[config.mk]
export PLATFORM = sky130hd
export DESIGN_NAME = alu_mc
export DESIGN_NICKNAME = d
export VERILOG_FILES = /design/src/rtl/alu_mc_pkg.sv /design/src/rtl/alu_mc_iter.sv /design/src/rtl/alu_mc.sv
export SDC_FILE = /design/constraint.sdc
export NUM_CORES = 1
export LEC_CHECK = 0
export CORE_UTILIZATION = 40
export CTS_CLUSTER_DIAMETER = 200
export DETAILED_ROUTE_END_ITERATION = 10
export GPL_TIMING_DRIVEN = 0
export REMOVE_ABC_BUFFERS = 1
export SETUP_SLACK_MARGIN = 0.02
export SLEW_MARGIN = 20
export SYNTH_ARGS = -nofsm -noshare
export SYNTH_HDL_FRONTEND = slang
export SYNTH_HIERARCHICAL = 1
export SYNTH_SLANG_ARGS = --single-unit
[constraint.sdc]
create_clock -name clk -period 8.9 [get_ports clk]
set_clock_uncertainty 0.15 [all_clocks]
set_input_delay 1.335 -clock clk [delete_from_list [all_inputs] [get_ports clk]]
set_output_delay 1.335 -clock clk [all_outputs]
set_load 0.01 [all_outputs]
[src/rtl/alu_mc_pkg.sv]
// alu_mc_pkg: op codes, FSM state encoding and a log2 helper for the
// multi-cycle ALU.
package alu_mc_pkg;

  localparam logic [3:0] OP_SUB   = 4'b0001;
  localparam logic [3:0] OP_ADD   = 4'b0011;
  localparam logic [3:0] OP_LUI   = 4'b0100;
  localparam logic [3:0] OP_AND   = 4'b0101;
  localparam logic [3:0] OP_OR    = 4'b0110;
  localparam logic [3:0] OP_NOR   = 4'b0111;
  localparam logic [3:0] OP_SLT   = 4'b1000;
  localparam logic [3:0] OP_SLL   = 4'b1001;
  localparam logic [3:0] OP_SRL   = 4'b1010;
  localparam logic [3:0] OP_MULTU = 4'b1011;
  localparam logic [3:0] OP_DIVU  = 4'b1100;

  typedef enum logic [1:0] {
    ST_IDLE = 2'd0,
    ST_RUN  = 2'd1,
    ST_DONE = 2'd2
  } alu_state_e;

  // Ceiling log2; sizes the iteration counter and the shift amount field.
  function automatic int alu_log2(input int w);
    int r;
    r = 0;
    for (int i = 0; i < 31; i++) begin
      if ((1 << i) < w) r = i + 1;
    end
    return r;
  endfunction

endpackage

[src/rtl/alu_mc_iter.sv]
// alu_mc_iter: one-bit-per-cycle shift-add multiplier and (when
// ALU_MC_DIV_EN is defined) restoring divider sharing one accumulator.
// mode = 0 multiplies, mode = 1 divides. acc ends as HI / remainder,
// aux ends as LO / quotient. *_nxt expose the value the next step writes
// so the caller can capture the final result on the last step.
module alu_mc_iter
  import alu_mc_pkg::*;
#(
  parameter int DATA_WIDTH = 32
) (
  input  logic                  clk,
  input  logic                  reset,
  input  logic                  load,
  input  logic                  en,
  input  logic                  mode,
  input  logic [DATA_WIDTH-1:0] a,
  input  logic [DATA_WIDTH-1:0] b,
  output logic                  last,
  output logic [DATA_WIDTH-1:0] acc_nxt,
  output logic [DATA_WIDTH-1:0] aux_nxt
);

  localparam int CW = alu_log2(DATA_WIDTH);

  logic [DATA_WIDTH-1:0] acc_q;
  logic [DATA_WIDTH-1:0] aux_q;
  logic [DATA_WIDTH-1:0] opnd_q;
  logic [CW-1:0]         cnt_q;

  logic [DATA_WIDTH:0]   mul_sum;
  logic [DATA_WIDTH-1:0] mul_acc;
  logic [DATA_WIDTH-1:0] mul_aux;

  // Multiply step: add multiplicand when multiplier LSB is set, then shift
  // the {acc, aux} pair right so the product builds up from the LSB.
  assign mul_sum = {1'b0, acc_q} + (aux_q[0] ? {1'b0, opnd_q} : '0);
  assign mul_acc = mul_sum[DATA_WIDTH:1];
  assign mul_aux = {mul_sum[0], aux_q[DATA_WIDTH-1:1]};

`ifdef ALU_MC_DIV_EN
  logic [DATA_WIDTH:0] div_shift;
  logic [DATA_WIDTH:0] div_diff;

  // Divide step: shift next dividend bit into the remainder and subtract
  // the divisor; a zero divisor always "fits", giving all-ones quotient
  // and the dividend as remainder without special casing.
  assign div_shift = {acc_q, aux_q[DATA_WIDTH-1]};
  assign div_diff  = div_shift - {1'b0, opnd_q};

  // Select the step result for the active mode.
  always_comb begin
    acc_nxt = mul_acc;
    aux_nxt = mul_aux;
    if (mode) begin
      if (!div_diff[DATA_WIDTH]) begin
        acc_nxt = div_diff[DATA_WIDTH-1:0];
        aux_nxt = {aux_q[DATA_WIDTH-2:0], 1'b1};
      end else begin
        acc_nxt = div_shift[DATA_WIDTH-1:0];
        aux_nxt = {aux_q[DATA_WIDTH-2:0], 1'b0};
      end
    end
  end
`else
  logic unused_mode;
  assign unused_mode = mode;
  assign acc_nxt     = mul_acc;
  assign aux_nxt     = mul_aux;
`endif

  assign last = (cnt_q == '0);

  // Iteration counter: loads W-1 on accept and counts down once per step.
  always_ff @(posedge clk or negedge reset) begin
    if (!reset) begin
      cnt_q <= '0;
    end else if (load) begin
      cnt_q <= CW'(DATA_WIDTH - 1);
    end else if (en && (cnt_q != '0)) begin
      cnt_q <= cnt_q - CW'(1);
    end
  end

  // Datapath registers: operands latched on accept, stepped while running.
  always_ff @(posedge clk) begin
    if (load) begin
      acc_q  <= '0;
      aux_q  <= a;
      opnd_q <= b;
    end else if (en) begin
      acc_q <= acc_nxt;
      aux_q <= aux_nxt;
    end
  end

endmodule

[src/rtl/alu_mc.sv]
// alu_mc: multi-cycle MIPS execute-stage ALU. Single-cycle ops complete in
// one cycle; MULTU (and DIVU when ALU_MC_DIV_EN is defined) iterate for
// DATA_WIDTH cycles behind a start/busy/done handshake. Without
// ALU_MC_DIV_EN, DIVU is treated like an unknown op (result 0).
module alu_mc
  import alu_mc_pkg::*;
#(
  parameter int DATA_WIDTH = 32
) (
  input  logic                  clk,
  input  logic                  reset,
  input  logic                  start_i,
  input  logic [3:0]            alu_operation_i,
  input  logic [DATA_WIDTH-1:0] a_i,
  input  logic [DATA_WIDTH-1:0] b_i,
  output logic                  busy_o,
  output logic                  done_o,
  output logic [DATA_WIDTH-1:0] alu_data_o,
  output logic [DATA_WIDTH-1:0] hi_o,
  output logic                  zero_o
);

  localparam int SW = alu_log2(DATA_WIDTH);

  alu_state_e state_q;
  alu_state_e state_d;

  logic                  accept;
  logic                  op_iter;
  logic                  iter_q;
  logic                  mode_q;
  logic                  it_load;
  logic                  it_en;
  logic                  it_last;
  logic [DATA_WIDTH-1:0] it_acc_nxt;
  logic [DATA_WIDTH-1:0] it_aux_nxt;

  logic signed [DATA_WIDTH-1:0] a_s;
  logic signed [DATA_WIDTH-1:0] b_s;
  logic [DATA_WIDTH-1:0]        sc_res;

  logic [DATA_WIDTH-1:0] alu_data_q;
  logic [DATA_WIDTH-1:0] hi_q;
  logic                  zero_q;

  assign accept = (state_q == ST_IDLE) && start_i;

`ifdef ALU_MC_DIV_EN
  assign op_iter = (alu_operation_i == OP_MULTU) || (alu_operation_i == OP_DIVU);
`else
  assign op_iter = (alu_operation_i == OP_MULTU);
`endif

  assign a_s = a_i;
  assign b_s = b_i;

  // Single-cycle results, evaluated on the live inputs at the accept edge.
  always_comb begin
    sc_res = '0;
    case (alu_operation_i)
      OP_ADD: sc_res = a_i + b_i;
      OP_SUB: sc_res = a_i - b_i;
      OP_LUI: sc_res = {b_i[DATA_WIDTH/2-1:0], {(DATA_WIDTH/2){1'b0}}};
      OP_AND: sc_res = a_i & b_i;
      OP_OR:  sc_res = a_i | b_i;
      OP_NOR: sc_res = ~(a_i | b_i);
      OP_SLT: sc_res = {{(DATA_WIDTH-1){1'b0}}, (a_s < b_s)};
      OP_SLL: sc_res = a_i << b_i[SW-1:0];
      OP_SRL: sc_res = a_i >> b_i[SW-1:0];
      default: sc_res = '0;
    endcase
  end

  // FSM next state plus handshake and iterator controls.
  always_comb begin
    state_d = state_q;
    busy_o  = 1'b0;
    done_o  = 1'b0;
    it_load = accept && op_iter;
    it_en   = 1'b0;
    case (state_q)
      ST_IDLE: begin
        if (start_i) state_d = op_iter ? ST_RUN : ST_DONE;
      end
      ST_RUN: begin
        busy_o = 1'b1;
        it_en  = 1'b1;
        if (it_last) state_d = ST_DONE;
      end
      ST_DONE: begin
        done_o  = 1'b1;
        busy_o  = iter_q;
        state_d = ST_IDLE;
      end
      default: state_d = ST_IDLE;
    endcase
  end

  // State register plus op-type flags latched at accept.
  always_ff @(posedge clk or negedge reset) begin
    if (!reset) begin
      state_q <= ST_IDLE;
      iter_q  <= 1'b0;
      mode_q  <= 1'b0;
    end else begin
      state_q <= state_d;
      if (accept) begin
        iter_q <= op_iter;
        mode_q <= (alu_operation_i == OP_DIVU);
      end
    end
  end

  alu_mc_iter #(
    .DATA_WIDTH(DATA_WIDTH)
  ) u_iter (
    .clk     (clk),
    .reset   (reset),
    .load    (it_load),
    .en      (it_en),
    .mode    (mode_q),
    .a       (a_i),
    .b       (b_i),
    .last    (it_last),
    .acc_nxt (it_acc_nxt),
    .aux_nxt (it_aux_nxt)
  );

  // Result registers: written on a single-cycle accept or on the final
  // iteration step, held otherwise.
  always_ff @(posedge clk or negedge reset) begin
    if (!reset) begin
      alu_data_q <= '0;
      hi_q       <= '0;
      zero_q     <= 1'b1;
    end else if (accept && !op_iter) begin
      alu_data_q <= sc_res;
      hi_q       <= '0;
      zero_q     <= (sc_res == '0);
    end else if ((state_q == ST_RUN) && it_last) begin
      alu_data_q <= it_aux_nxt;
      hi_q       <= it_acc_nxt;
      zero_q     <= (it_aux_nxt == '0);
    end
  end

  assign alu_data_o = alu_data_q;
  assign hi_o       = hi_q;
  assign zero_o     = zero_q;

endmodule

==> metrics.md <==
| Metric | Value |
|---|---|
| Largest net degree at the start of global routing | `66` |
| Critical-path maximum fanout | `16` |
| Kind of end point of the critical path | `flop` |
| P_leak | `between 8 and 9 nW` |
| Delay-heaviest family, CP | `compound AO/OA/AOI/OAI gates` |
| Placeable Area | `between 0.04 and 0.05 mm²` |
| PostCTS Resize Cnt | `0` |
| Final setup violation count | `0` |
| Root Buffer | `clkbuf_16` |
| Filler cells | `around 4600` |
| Vias per Instance | `about 6.4` |
| Status | `completed` |
| WHS | `between 0.3 and 0.4 ns` |
| Vias | `approximately 18000` |
| CP dominant cell by count | `nor4_1` |
| Skew-Pair Late Insertion Delay | `~0.48 ns` |
| Max_slew headroom | `0.285` |
| DP HPWL | `about 58 mm` |
| Metal1 wirelength | `approximately 33 mm` |
| CTS hold repair buffers | `0` |
| Min Tclk post-route | `between 7 and 8 ns` |
| Pwr Density | `approximately 160 mW/mm²` |
| Critical Path Max Stage Delay | `around 1.1 ns` |
| Final setup margin | `roughly 1.4 ns` |
| Kind of critical path | `in2reg` |
| Die X | `between 200 and 250 µm` |
| Req. time, crit path | `9.13 ns` |
| Met2 WL post-DR | `33.2 mm` |
| # clock sinks | `about 170` |
| Switch Pwr | `between 1 and 1.5 mW` |
| Hold depth | `1` |
| Cell Area, Synth | `0.0186 mm²` |
| RSZ-0062 raised after global routing | `no` |
| Int Power | `2.02 mW` |
| Clock tree buffer depth | `2` |
| DRC | `0` |
| Clock group share of total power | `0.214` |
| Vias in the first global route | `17100` |
| Final clock period utilization by the worst path | `0.846` |
| Crit path arrival time | `roughly 7.8 ns` |
| Max-capacitance violation count | `0` |
| WP depth | `14` |
| First-pass GRT wire length | `approximately 110 mm` |
| Met3 WL post-DR | `between 5 and 6 mm` |
| Seq pwr share | `0.305` |
| Syn_area_per_cell | `8.51 µm²` |
| Hold Vio Cnt, Final | `0` |
| Synth Instances | `2186` |
| Final Core Density | `0.455` |
| Nets@finish | `between 2000 and 2500` |
| Top sig layer | `met5` |
| Post-CTS setup buffers | `0` |
| Worst path slowest cell | `clkdlybuf4s50_1` |
| Total global-route track usage | `0.319` |
| Die H | `between 200 and 250 µm` |
| Critical path startpoint category | `input port` |
| Initial cell density of the core | `0.407` |
| Total die area | `between 0.04 and 0.05 mm²` |
| Antenna Nets Post-Route | `0` |
| Peak Freq | `0.133 GHz` |
| Critical path, cell by cell | `clkdlybuf4s50_1, clkinv_1, ha_1, a21o_1, a221o_1, a32oi_4, a21oi_1, a2111oi_0, o31ai_1, nor4_1, nand4_1, nor4_1, nand4b_1, o41ai_2` |
| Site Rows | `around 80` |
| Routed length per instance | `roughly 27 µm` |
| Share of layout cells above drive strength 1 | `0.112` |
| GR Overflow Total | `0` |
| CP Buf/Inv Count | `2` |
| CTS Buf Count | `17` |
| Synth Warn # | `6` |
| Hold Path Class | `reg2reg` |
| H-Tree Depth | `4` |
| Initial antenna violation count | `2` |
| Router iterations before antenna repair | `6` |
| CTS clock-pin slew for the worst setup and hold paths | `0.07 ns` |
| DRT Wirelength | `approximately 76 mm` |
| Top Ports | `around 140` |
| Switch share | `0.411` |
| CTS tree | `done` |
| Ant. Diodes | `0` |
| Worst Reg-to-Reg Cells | `13` |
| Comb power frac | `0.481` |
| Slew Limit Fails | `0` |
| Synth-to-layout area growth | `11.6%` |
| Port Buffer Count | `around 140` |
| Peak VDD IR | `approximately 0.16 mV` |
| GPL Wtd Cong | `0.983` |
| DRT iter0 DRCs | `1791` |
| Worst-Margin Slew | `roughly 1.1 ns` |
| DP Worst Slack | `1.22 ns` |
## cell usage in the layout, fill, tap and decap left out, drive strengths merged, types with 15 or more instances in the layout
cell type      instances
a211oi                56
a21o                  33
a21oi                195
a22o                  15
a31oi                 16
and2                  54
buf                   32
clkbuf                21
clkdlybuf4s50        130
dfrtp                 72
dfxtp                 32
edfxtp                64
ha                   134
inv                  118
mux2                  56
mux2i                105
mux4                  64
nand2                233
nand2b                21
nand3                 43
nand4                 29
nor2                 137
nor2b                 19
nor3                  36
nor4                  26
o211ai                18
o21ai                118
o22ai                 23
xnor2                 40
xor2                  15
## path summary, 6_finish.rpt
check	from	endpoint	slack [ns]
max	b_i[4]	zero_o$_DFFE_PN1P_	1.37
min	iter_q$_DFFE_PN0P_	iter_q$_DFFE_PN0P_	0.33
max reg2reg	state_q[1]$_DFFE_PN0P_	zero_o$_DFFE_PN1P_	4.03
min reg2reg	iter_q$_DFFE_PN0P_	iter_q$_DFFE_PN0P_	0.33
max in group asynchronous	reset	zero_o$_DFFE_PN1P_	7.35
min in group asynchronous	reset	hi_o[19]$_DFFE_PN0P_	0.61
## power groups by stage
| stage | sequential [mW] | clock, mW | combinational [mW] |
|---|---|---|---|
| floorplan | 1.07 | 0 | 0.972 |
| global placement | 1.06 | 0 | 1.60 |
| detailed placement | 1.06 | 0 | 1.61 |
| CTS | 1.05 | 0.757 | 1.62 |
| global route | 1.06 | 0.783 | 1.77 |
| finish | 1.04 | 0.731 | 1.65 |
## state kept, by name (all words and copies together) (netlist names)
signal and cells:
u_iter/cnt_q 5, u_iter/aux_q 32, zero_o 1, alu_data_o 32, iter_q 1, u_iter/acc_q 32
hi_o 32, state_q 2, u_iter/opnd_q 32
## stage by stage
stage                TNS, ns  std cells  instance area [µm²]  total power [mW]
detailed placement         0       2759                20200              2.67
floorplan             -49.16       1997                17700              2.04
finish                     0       2791                20800              3.42
global placement    -1124.29       2734                19800              2.66
global route               0       2791                20800              3.61
CTS                        0       2791                20800              3.43
## final cells by class
class	count	area (µm²)	share of cell area
clock inverters	11	81.3	0.00391
well taps	600	751	0.0361
repair buffers	162	1740	0.0839
clock buffers	21	482	0.0232
inverters	115	435	0.0210
multi-input cells	1713	12900	0.621
flip-flops and latches	169	4390	0.211
## routing by layer
layer  global-route usage  vias to the layer above
met5                    0                        -
met1                0.427                     8867
li1                     -                     8079
met2                0.480                      865
met4                0.158                        2
met3               0.0729                      175
(Power assumes the default switching activity.)
